### config.mk
export PLATFORM = sky130hd
export DESIGN_NAME = ps2_key_decoder
export DESIGN_NICKNAME = d
export VERILOG_FILES = /design/src/rtl/ps2_dec_pkg.sv /design/src/rtl/ps2_scan_table.sv /design/src/rtl/ps2_key_decoder.sv
export SDC_FILE = /design/constraint.sdc
export NUM_CORES = 1
export LEC_CHECK = 0
export CAP_MARGIN = 0
export CORE_MARGIN = 2
export CORE_UTILIZATION = 60
export CTS_CLUSTER_SIZE = 12
export DETAILED_ROUTE_END_ITERATION = 10
export GPL_ROUTABILITY_DRIVEN = 1
export GPL_TIMING_DRIVEN = 0
export PLACE_DENSITY = 0.79
export SETUP_SLACK_MARGIN = 0.02
export SLEW_MARGIN = 40
export SYNTH_ARGS = -nofsm -noshare
export SYNTH_HDL_FRONTEND = slang
export SYNTH_HIERARCHICAL = 1
export SYNTH_SLANG_ARGS = --single-unit
### constraint.sdc
create_clock -name clk_i -period 7.7 [get_ports clk_i]
set_input_delay 1.54 -clock clk_i [delete_from_list [all_inputs] [get_ports clk_i]]
set_output_delay 1.54 -clock clk_i [all_outputs]
set_load 0.02 [all_outputs]
### src/rtl/ps2_dec_pkg.sv
// ps2_dec_pkg: shared types and constants for the PS/2 key decoder.
//   frame_state_e : receive frame FSM states
//   SCAN_*        : scan codes with special meaning (prefixes, Enter, Esc)
//   key_entry_t   : one decoded-key queue entry {code, brk, ext}
package ps2_dec_pkg;

  typedef enum logic [1:0] {
    IDLE,
    DATA,
    PARITY,
    STOP
  } frame_state_e;

  localparam logic [7:0] SCAN_EXT   = 8'hE0;
  localparam logic [7:0] SCAN_BRK   = 8'hF0;
  localparam logic [7:0] SCAN_ENTER = 8'h5A;
  localparam logic [7:0] SCAN_ESC   = 8'h76;

  typedef struct packed {
    logic [6:0] code;
    logic       brk;
    logic       ext;
  } key_entry_t;

endpackage

### src/rtl/ps2_scan_table.sv
// ps2_scan_table: combinational scan-code translation.
//   scan_i : 8-bit set-2 scan code
//   ext_i  : scan code was preceded by the E0 prefix
//   code_o : 7-bit translated key code (0 when not mapped)
//   hit_o  : scan code is mapped
module ps2_scan_table
  import ps2_dec_pkg::*;
(
  input  logic [7:0] scan_i,
  input  logic       ext_i,
  output logic [6:0] code_o,
  output logic       hit_o
);

  always_comb begin
    // NOTE: every output gets a default first so no path can infer a latch.
    code_o = '0;
    hit_o  = 1'b1;
    if (ext_i) begin
      case (scan_i)
        8'h75:      code_o = 7'h11;  // up
        8'h72:      code_o = 7'h12;  // down
        8'h6B:      code_o = 7'h13;  // left
        8'h74:      code_o = 7'h14;  // right
        SCAN_ENTER: code_o = 7'h0D;  // keypad enter
        default:    hit_o  = 1'b0;
      endcase
    end else begin
      case (scan_i)
        8'h1C:      code_o = 7'h41;  // A
        8'h32:      code_o = 7'h42;  // B
        8'h21:      code_o = 7'h43;  // C
        8'h23:      code_o = 7'h44;  // D
        8'h24:      code_o = 7'h45;  // E
        8'h2B:      code_o = 7'h46;  // F
        8'h34:      code_o = 7'h47;  // G
        8'h33:      code_o = 7'h48;  // H
        8'h43:      code_o = 7'h49;  // I
        8'h3B:      code_o = 7'h4A;  // J
        8'h45:      code_o = 7'h30;  // 0
        8'h16:      code_o = 7'h31;  // 1
        8'h1E:      code_o = 7'h32;  // 2
        8'h26:      code_o = 7'h33;  // 3
        8'h29:      code_o = 7'h20;  // space
        8'h66:      code_o = 7'h08;  // backspace
        SCAN_ENTER: code_o = 7'h0D;  // enter
        SCAN_ESC:   code_o = 7'h1B;  // escape
        default:    hit_o  = 1'b0;
      endcase
    end
  end

endmodule

### src/rtl/ps2_key_decoder.sv
// ps2_key_decoder: PS/2 keyboard receiver, prefix handling, translation and
// a first-word-fall-through queue of decoded keys.
//   clk_i, reset_ni    : system clock, asynchronous active-low reset
//   ps2d_i, ps2c_i     : raw PS/2 data/clock (asynchronous)
//   rx_en_i            : receive enable; low aborts any frame in progress
//   rd_en_i            : pop the queue head
//   valid_o            : queue not empty; code_o/is_break_o/is_ext_o meaningful
//   code_o             : translated key code at queue head
//   is_break_o/is_ext_o: head entry is a release / carried an E0 prefix
//   iniciar_o/terminar_o: one-cycle pulses for Enter make / Esc make
//   frame_err_o        : one-cycle pulse on parity/stop error or timeout
//   overflow_o         : one-cycle pulse when a key is dropped on a full queue
//   fifo_count_o       : queue occupancy 0..FIFO_DEPTH
// Build option: define PS2_BREAK_EN to queue break codes with is_break_o=1;
// otherwise break codes are consumed and is_break_o stays 0.
module ps2_key_decoder
  import ps2_dec_pkg::*;
#(
  parameter int FIFO_DEPTH  = 8,
  parameter int FILTER_LEN  = 8,
  parameter int TIMEOUT_CYC = 5000
) (
  input  logic                          clk_i,
  input  logic                          reset_ni,
  input  logic                          ps2d_i,
  input  logic                          ps2c_i,
  input  logic                          rx_en_i,
  input  logic                          rd_en_i,
  output logic                          valid_o,
  output logic [6:0]                    code_o,
  output logic                          is_break_o,
  output logic                          is_ext_o,
  output logic                          iniciar_o,
  output logic                          terminar_o,
  output logic                          frame_err_o,
  output logic                          overflow_o,
  output logic [$clog2(FIFO_DEPTH):0]   fifo_count_o
);

  localparam int PTR_W = $clog2(FIFO_DEPTH);
  localparam int FLT_W = $clog2(FILTER_LEN + 1);
  localparam int TMO_W = $clog2(TIMEOUT_CYC + 1);

`ifdef PS2_BREAK_EN
  localparam logic BREAK_EN = 1'b1;
`else
  localparam logic BREAK_EN = 1'b0;
`endif

  // ---------------- synchroniser and clock filter ----------------
  logic             c_s1_q, c_s2_q, d_s1_q, d_s2_q, c_flt_q;
  logic [FLT_W-1:0] flt_cnt_q;
  logic             flt_accept_w, fall_w;

  // The filtered clock flips in the FILTER_LEN-th consecutive cycle that the
  // synchronised clock disagrees with it; the falling edge is that flip to 0.
  assign flt_accept_w = (c_s2_q != c_flt_q) && (flt_cnt_q == FLT_W'(FILTER_LEN - 1));
  assign fall_w       = flt_accept_w && !c_s2_q;

  always_ff @(posedge clk_i or negedge reset_ni) begin
    if (!reset_ni) begin
      c_s1_q    <= 1'b1;
      c_s2_q    <= 1'b1;
      d_s1_q    <= 1'b1;
      d_s2_q    <= 1'b1;
      c_flt_q   <= 1'b1;
      flt_cnt_q <= '0;
    end else begin
      // NOTE: non-blocking assignments keep the two flop stages distinct.
      c_s1_q <= ps2c_i;
      c_s2_q <= c_s1_q;
      d_s1_q <= ps2d_i;
      d_s2_q <= d_s1_q;
      if (c_s2_q == c_flt_q) begin
        flt_cnt_q <= '0;
      end else if (flt_accept_w) begin
        c_flt_q   <= c_s2_q;
        flt_cnt_q <= '0;
      end else begin
        flt_cnt_q <= flt_cnt_q + FLT_W'(1);
      end
    end
  end

  // ---------------- frame FSM ----------------
  frame_state_e     state_q;
  logic [2:0]       bit_cnt_q;
  logic [7:0]       shift_q, byte_q;
  logic             par_q, byte_valid_q, frame_err_q;
  logic [TMO_W-1:0] tmo_cnt_q;
  logic             tmo_hit_w;

  assign tmo_hit_w = rx_en_i && (state_q != IDLE) && !fall_w &&
                     (tmo_cnt_q == TMO_W'(TIMEOUT_CYC - 1));

  always_ff @(posedge clk_i or negedge reset_ni) begin
    if (!reset_ni) begin
      state_q      <= IDLE;
      bit_cnt_q    <= '0;
      shift_q      <= '0;
      par_q        <= 1'b0;
      tmo_cnt_q    <= '0;
      byte_q       <= '0;
      byte_valid_q <= 1'b0;
      frame_err_q  <= 1'b0;
    end else begin
      byte_valid_q <= 1'b0;
      frame_err_q  <= 1'b0;
      if (!rx_en_i) begin
        state_q   <= IDLE;
        tmo_cnt_q <= '0;
      end else if (tmo_hit_w) begin
        state_q     <= IDLE;
        tmo_cnt_q   <= '0;
        frame_err_q <= 1'b1;
      end else begin
        tmo_cnt_q <= (fall_w || state_q == IDLE) ? '0 : tmo_cnt_q + TMO_W'(1);
        if (fall_w) begin
          case (state_q)
            IDLE: begin
              if (!d_s2_q) begin
                state_q   <= DATA;
                bit_cnt_q <= '0;
                par_q     <= 1'b0;
              end
            end
            DATA: begin
              shift_q   <= {d_s2_q, shift_q[7:1]};
              par_q     <= par_q ^ d_s2_q;
              bit_cnt_q <= bit_cnt_q + 3'd1;
              if (bit_cnt_q == 3'd7) state_q <= PARITY;
            end
            PARITY: begin
              par_q   <= par_q ^ d_s2_q;
              state_q <= STOP;
            end
            STOP: begin
              state_q <= IDLE;
              // par_q is the XOR of data and parity bits: odd parity means 1.
              if (par_q && d_s2_q) begin
                byte_q       <= shift_q;
                byte_valid_q <= 1'b1;
              end else begin
                frame_err_q <= 1'b1;
              end
            end
            default: state_q <= IDLE;
          endcase
        end
      end
    end
  end

  // ---------------- prefix handling and translation ----------------
  logic       ext_q, brk_q, is_prefix_w, tbl_hit_w, push_w, make_w;
  logic [6:0] tbl_code_w;
  key_entry_t entry_w;

  ps2_scan_table u_scan_table (
    .scan_i (byte_q),
    .ext_i  (ext_q),
    .code_o (tbl_code_w),
    .hit_o  (tbl_hit_w)
  );

  assign is_prefix_w = (byte_q == SCAN_EXT) || (byte_q == SCAN_BRK);
  assign push_w      = byte_valid_q && !is_prefix_w && tbl_hit_w && (!brk_q || BREAK_EN);
  assign make_w      = byte_valid_q && !is_prefix_w && tbl_hit_w && !brk_q;

  always_comb begin
    entry_w      = '0;
    entry_w.code = tbl_code_w;
    entry_w.brk  = brk_q & BREAK_EN;
    entry_w.ext  = ext_q;
  end

  // ---------------- queue ----------------
  key_entry_t       mem_q [FIFO_DEPTH];
  logic [PTR_W-1:0] wr_ptr_q, rd_ptr_q;
  logic [PTR_W:0]   count_q, count_d;
  logic             full_w, pop_w, wr_w;
  logic             iniciar_q, terminar_q, overflow_q;
  key_entry_t       head_w;

  assign full_w = (count_q == (PTR_W + 1)'(FIFO_DEPTH));
  assign pop_w  = rd_en_i && (count_q != '0);
  // A pop in the same cycle frees the slot, so a full queue still accepts.
  assign wr_w   = push_w && (!full_w || pop_w);

  always_comb begin
    count_d = count_q;
    if (wr_w && !pop_w)      count_d = count_q + (PTR_W + 1)'(1);
    else if (!wr_w && pop_w) count_d = count_q - (PTR_W + 1)'(1);
  end

  always_ff @(posedge clk_i or negedge reset_ni) begin
    if (!reset_ni) begin
      ext_q      <= 1'b0;
      brk_q      <= 1'b0;
      wr_ptr_q   <= '0;
      rd_ptr_q   <= '0;
      count_q    <= '0;
      iniciar_q  <= 1'b0;
      terminar_q <= 1'b0;
      overflow_q <= 1'b0;
    end else begin
      if (tmo_hit_w) begin
        ext_q <= 1'b0;
        brk_q <= 1'b0;
      end else if (byte_valid_q) begin
        if (byte_q == SCAN_EXT) begin
          ext_q <= 1'b1;
        end else if (byte_q == SCAN_BRK) begin
          brk_q <= 1'b1;
        end else begin
          ext_q <= 1'b0;
          brk_q <= 1'b0;
        end
      end
      if (wr_w)  wr_ptr_q <= wr_ptr_q + PTR_W'(1);
      if (pop_w) rd_ptr_q <= rd_ptr_q + PTR_W'(1);
      count_q    <= count_d;
      iniciar_q  <= make_w && (byte_q == SCAN_ENTER);
      terminar_q <= make_w && (byte_q == SCAN_ESC);
      overflow_q <= push_w && full_w && !pop_w;
    end
  end

  // NOTE: storage is not reset; outputs are gated by valid_o instead.
  always_ff @(posedge clk_i) begin
    if (wr_w) mem_q[wr_ptr_q] <= entry_w;
  end

  assign head_w       = mem_q[rd_ptr_q];
  assign valid_o      = (count_q != '0);
  assign code_o       = valid_o ? head_w.code : '0;
  assign is_break_o   = valid_o & head_w.brk;
  assign is_ext_o     = valid_o & head_w.ext;
  assign iniciar_o    = iniciar_q;
  assign terminar_o   = terminar_q;
  assign frame_err_o  = frame_err_q;
  assign overflow_o   = overflow_q;
  assign fifo_count_o = count_q;

endmodule

==> results of run 1 <==
## kinds of logic (layout without fill, tap and decap cells)
group	count (synthesis)	after routing
and+or+nand+nor	150	150
xor gates and xnor gates	21	21
buffers and inverters	33	89
other	1	1
muxes	47	47
AOI/OAI and AO/OA	46	46
DFF	125	125
adders and majority gates	15	15
## state kept, by name (all words and copies together) (netlist names), 2 cells and up
register      count
shift_q           8
mem_q            64
state_q           2
rd_ptr_q          3
bit_cnt_q         3
wr_ptr_q          3
byte_q            8
flt_cnt_q         4
tmo_cnt_q        13
fifo_count_o      4
## worst max-delay path: stages (launching register included)
cell and delay [ns]:
dfrtp_1 0.35, buf_1 0.39, clkbuf_1 0.55, mux4_2 0.42, mux2i_1 0.16, nor2_1 0.08, clkdlybuf4s50_1 0.59
## final timing paths
check                                              end                    start  slack [ns]
hold / removal                        c_s2_q$_DFF_PN1_         c_s1_q$_DFF_PN1_        0.35
setup / recovery                              is_ext_o  rd_ptr_q[1]$_DFFE_PN0N_        3.11
setup reg to reg           fifo_count_o[3]$_DFFE_PN0P_    byte_q[4]$_DFFE_PN0P_        3.57
max in group asynchronous          c_flt_q$_DFFE_PN1P_                 reset_ni        6.25
min in group asynchronous        byte_q[4]$_DFFE_PN0P_                 reset_ni        0.91
hold reg to reg                       c_s2_q$_DFF_PN1_         c_s1_q$_DFF_PN1_        0.35
## through the flow
| stage | power [W] | setup WS [ns] |
|---|---|---|
| 2_1_floorplan | 0.000747 | 4.31 |
| 5_1_grt | 0.00160 | 2.98 |
| 3_5_place_dp | 0.000762 | 3.48 |
| 4_1_cts | 0.00157 | 3.06 |
| 3_3_place_gp | 0.000759 | 3.25 |
| 6_report | 0.00156 | 3.11 |
## cells in the final DEF (no fill, tap or decap), drive strengths merged, types with 3 or more instances in the layout
| master | netlist | final |
|---|---|---|
| nand2 | 20 | 20 |
| ha | 14 | 14 |
| mux4 | 16 | 16 |
| mux2 | 21 | 21 |
| and3b | 3 | 3 |
| o31ai | 7 | 7 |
| nand3b | 4 | 4 |
| edfxtp | 64 | 64 |
| xor2 | 3 | 3 |
| nand4 | 7 | 7 |
| clkdlybuf4s50 | 0 | 21 |
| clkinv | 0 | 6 |
| xnor2 | 18 | 18 |
| nand2b | 5 | 5 |
| inv | 15 | 16 |
| buf | 15 | 18 |
| o21bai | 3 | 3 |
| dfstp | 5 | 5 |
| dfrtp | 56 | 56 |
| nor3 | 20 | 20 |
| o21ai | 8 | 8 |
| a21oi | 8 | 8 |
| nand3 | 14 | 14 |
| or2 | 3 | 3 |
| nor2b | 8 | 8 |
| mux2i | 10 | 10 |
| and3 | 7 | 7 |
| a31oi | 3 | 3 |
| clkbuf | 3 | 25 |
| nor2 | 43 | 43 |
| nor4 | 4 | 4 |
## final cells by class
cell class              count  area share [%]
flip-flops and latches    125            49.8
repair buffers             24            3.50
inverters                  15           0.811
well taps                 133            2.40
clock inverters            10            1.39
plain buffers              18            1.55
clock buffers              22            7.61
multi-input cells         280            33.0
## per-layer routing
metal / global-route usage (%) / wire length, um
met2: 38.5 / 5550
met4: 9.21 / 182
met5: 0 / 0
met3: 6.03 / 577
met1: 30.9 / 4810
## power by group through the flow
stage | clock (W) | sequential (W) | combinational [W]
detailed placement | 0 | 0.000730 | 0.0000323
global placement | 0 | 0.000729 | 0.0000297
finish | 0.000805 | 0.000718 | 0.0000321
floorplan | 0 | 0.000728 | 0.0000186
CTS | 0.000815 | 0.000717 | 0.0000328
global route | 0.000846 | 0.000719 | 0.0000362
==> metrics.cfg, run 1 <==
[yosys]
seq_area_frac_synth_pct=58.9
synth-compound-area-share_pct=6.04
yosys.area.top_type_share_pct=32.8
ys_types=63
synthArstFlopShare_pct=48.8
synth.top_cells.by_count=64 x edfxtp_1, 56 x dfrtp_1, 43 x nor2_1, 21 x mux2_2
yosysMostFrequentCell=edfxtp_1
synth.area.top_cells=edfxtp_1 33%, dfrtp_1 24%, mux4_2 6.1%
syn_avg_cell_area_sq_um=13.4
yosys.area_share.simple_pct=13.9
ys.flop_type=edfxtp_1
synth-edff-count=64
synth.net_count=459
ys_seq_elements=125
post_synth_fa_ha_maj_area_fraction_pct=3.33
ys_warn_count=6
synth_top_family_by_area=simple AND/OR/NAND/NOR gates
muxShareOfSynthArea_pct=11.9
syn_area_sq_um=5870
synth_cells=438
synth-xor-area-share_pct=3.14
synth.largest_area_cell=edfxtp_1

[clock_tree]
clk_pin_slew_worst_paths_ns=0.06
ctsHoldBuffers=0
cts.sinks=125
max-clock-path-buffers=2
cts_resized=0
htreeDepth=4
clkLatencyLatePin_ns=0.52
cts_setup_buffers=0
numCtsBuffers=17
tritoncts=yes
root_buffer=clkbuf_8

[floorplanning]
start_util_pct=60.9
core-area_sq_um=9640
rows=36
dieArea_sq_um=10600
boundaryPins=24
die_y_um=103
die_w_um=103

[global_routing]
gr-total-overflow=0
antenna_found_initial=0
track_usage_pct=23.6
grt_max_degree=40
grt_pass1_vias=3742
grt_pass1_wl_mm=18.6

[final_layout]
area_growth_pct=18.3
multiInputGateArea_sq_um=2290
drive_gt1_share_pct=22.7
fill_cells=637
final_util_pct=72.0
diodes=0
final_cells=627
post-route-cell-area_sq_um=6940
nets=502
seq_area_sq_um=3450

[timing]
whs_ns=0.354
post-route-period-util_pct=59.6
rsz0062_at_grt=no
min_period_ns=4.59
worstMarginPinSlew_ns=0.821
clock.fmax_mhz=218
finClkSkew_ns=0.00769
finalSetupViolations=0
final_max_slew_viol_count=0
hold_violations=0
slew_headroom_pct=45.0
tns_ns=0

[setup_path]
worstPathMaxFanout=10
end_kind=primary output
start_kind=register
r2r_cells=16
worstPathRequired_ns=6.16
path_class=reg -> out
critPathArrivalTime_ns=3.05

[detailed_routing]
routedWlPerCell_um=17.7
drt_iter0_markers=223
vias_per_cell=5.82
route.vias.total=3651
drc=0
first_pass_iters=5
ant_nets=0
wirelength_mm=11.1

[power_and_ir_drop]
switchingPower_w=0.000315
pwr-share-comb_pct=2.1
power_frac_seq_pct=46.2
vdd_drop_max_uv=187
power_frac_clock_pct=51.8
p_int_w=0.00124
leakage_nw=2.83
swShare_pct=20.3
p_per_area_nw_per_um2=224

[placed_design]
place_inst=595
io_buffers=22
dpl-instance-area_sq_um=6300
gp_congestion=0.925
dp_hpwl_mm=7.26

[run]
drv_cap=0

[run_status]
outcome=completed

[min_path]
hold_path.class=reg -> reg
hold_depth=0

Note: power is estimated with default switching activity, not from simulation.
==> inputs of run 2 (changes only) <==
Clock period 7.7 ns to 4.4 ns, I/O delays scaled along.
==> metrics.cfg, run 2 (synthesis results as in run 1) <==
[run_status]
outcome=completed

[detailed_routing]
wirelength_mm=11.2
drc=0
ant_nets=0
vias_per_cell=5.83
drt_iter0_markers=229
first_pass_iters=5
route.vias.total=3656
routedWlPerCell_um=17.8

[global_routing]
gr-total-overflow=0
grt_max_degree=40
grt_pass1_vias=3742
antenna_found_initial=0
track_usage_pct=23.6
grt_pass1_wl_mm=18.6

[timing]
finClkSkew_ns=0.00813
final_max_slew_viol_count=0
post-route-period-util_pct=90.1
finalWorstSetupSlack_ns=0.435
hold_violations=0
clock.fmax_mhz=252
finalSetupViolations=0
rsz0062_at_grt=no
min_period_ns=3.97
slew_headroom_pct=45.5
tns_ns=0
worstMarginPinSlew_ns=0.814

[power_and_ir_drop]
vdd_drop_max_uv=327
power_frac_clock_pct=51.8
leakage_nw=2.83
p_int_w=0.00217
swShare_pct=20.3
p_per_area_nw_per_um2=392
switchingPower_w=0.000552
power_frac_seq_pct=46.2
pwr-share-comb_pct=2.1

[floorplanning]
core-area_sq_um=9640
rows=36
die_y_um=103
boundaryPins=24
die_w_um=103
dieArea_sq_um=10600
start_util_pct=60.9

[final_layout]
largest_reg_flops=64
layout_commonest_cell=edfxtp_1
nets=502
final_cell_mix=64 x edfxtp_1, 55 x dfrtp_1, 43 x nor2_1
top_register=mem_q
fill_cells=634
area_growth_pct=18.4
final_util_pct=72.1
diodes=0
drive_gt1_share_pct=23.1
reg.largest.list=mem_q: 64 flops, tmo_cnt_q: 13 flops

[setup_path]
critPathArrivalTime_ns=4.35
end_kind=register
r2r_end=fifo_count_o[3]$_DFFE_PN0P_
r2r_cells=17
worstPathRequired_ns=4.79
start_kind=register
r2r_slack_ns=0.43
r2r_start=byte_q[5]$_DFFE_PN0P_
path_class=reg -> reg
worstPathMaxFanout=10

[placed_design]
dp_slack_ns=0.384
gp_congestion=0.925
io_buffers=22
dp_hpwl_mm=7.26

[min_path]
hold_path.class=in -> async

[clock_tree]
htreeDepth=4
cts.sinks=125
clk_pin_slew_worst_paths_ns=0.06
ctsHoldBuffers=0
cts_setup_buffers=0
tritoncts=yes
root_buffer=clkbuf_8
max-clock-path-buffers=2
clkLatencyLatePin_ns=0.52
cts_resized=0
numCtsBuffers=17

[run]
drv_cap=0

-- run 2: cell counts in the layout (fill, tap and decap cells not counted) --
No cell type changed its count.
-- run 2: stage by stage --
step                      hold slack, ns  cell area, sq um  cells  total power [W]
after global placement             0.346              6250    593          0.00133
after detailed placement           0.347              6300    595          0.00133
after CTS                          0.242              6930    627          0.00274
final                              0.246              6950    627          0.00272
after floorplan                    0.345              5870    438          0.00131
after global routing               0.251              6950    627          0.00280
-- run 2: power groups by stage --
stage	Sequential (W)	Combinational [W]	Clock [W]
2_1_floorplan	0.00127	0.0000326	0
3_3_place_gp	0.00128	0.0000521	0
3_5_place_dp	0.00128	0.0000564	0
4_1_cts	0.00126	0.0000573	0.00143
5_1_grt	0.00126	0.0000634	0.00148
6_report	0.00126	0.0000561	0.00141
-- run 2: layer usage --
metal / vias to the layer above / wire length, um / GRT usage [%]
met2: 106 / 5600 / 38.5
met5: - / 0 / 0
met4: 0 / 182 / 9.21
li1: 1720 / - / -
met1: 1811 / 4810 / 30.9
met3: 19 / 579 / 6.03
-- run 2: critical path, cell delays in order, from the launching register on --
cell,delay (ns)
dfrtp_1,0.43
buf_6,0.17
nor2b_1,0.14
nand4_1,0.17
o31ai_1,0.32
nor2_1,0.15
a31o_4,0.27
nand3_1,0.09
and3b_1,0.17
o31a_1,0.27
nand2_2,0.19
inv_1,0.10
ha_1,0.21
inv_1,0.13
ha_1,0.28
a21o_1,0.20
a2111oi_1,0.40
o31ai_1,0.13
-- run 2: worst max-delay path by stage --
| stage | start | to | slack (ns) | depth (start not counted) |
|---|---|---|---|---|
| 2_1_floorplan | byte_q[5]$_DFFE_PN0P_ | fifo_count_o[3]$_DFFE_PN0P_ | 1.01 | 17 |
| 5_1_grt | byte_q[5]$_DFFE_PN0P_ | fifo_count_o[3]$_DFFE_PN0P_ | 0.09 | 17 |
| 6_report | byte_q[5]$_DFFE_PN0P_ | fifo_count_o[3]$_DFFE_PN0P_ | 0.43 | 17 |
| 3_5_place_dp | byte_q[5]$_DFFE_PN0P_ | fifo_count_o[3]$_DFFE_PN0P_ | 0.38 | 17 |
| 3_3_place_gp | byte_q[5]$_DFFE_PN0P_ | mem_q[0][5]$_DFFE_PP_ | 0.34 | 11 |
| 4_1_cts | byte_q[4]$_DFFE_PN0P_ | fifo_count_o[3]$_DFFE_PN0P_ | 0.35 | 16 |
-- run 2: final cells by class --
class | count | area, sq um | area share, %
Clock inverter | 10 | 96.3 | 1.39
Timing Repair Buffer | 24 | 243 | 3.49
Clock buffer | 22 | 528 | 7.60
Tap cell | 133 | 166 | 2.40
Buffer | 18 | 108 | 1.55
Multi-Input combinational cell | 280 | 2290 | 33.0
Inverter | 15 | 56.3 | 0.811
Sequential cell | 125 | 3460 | 49.7
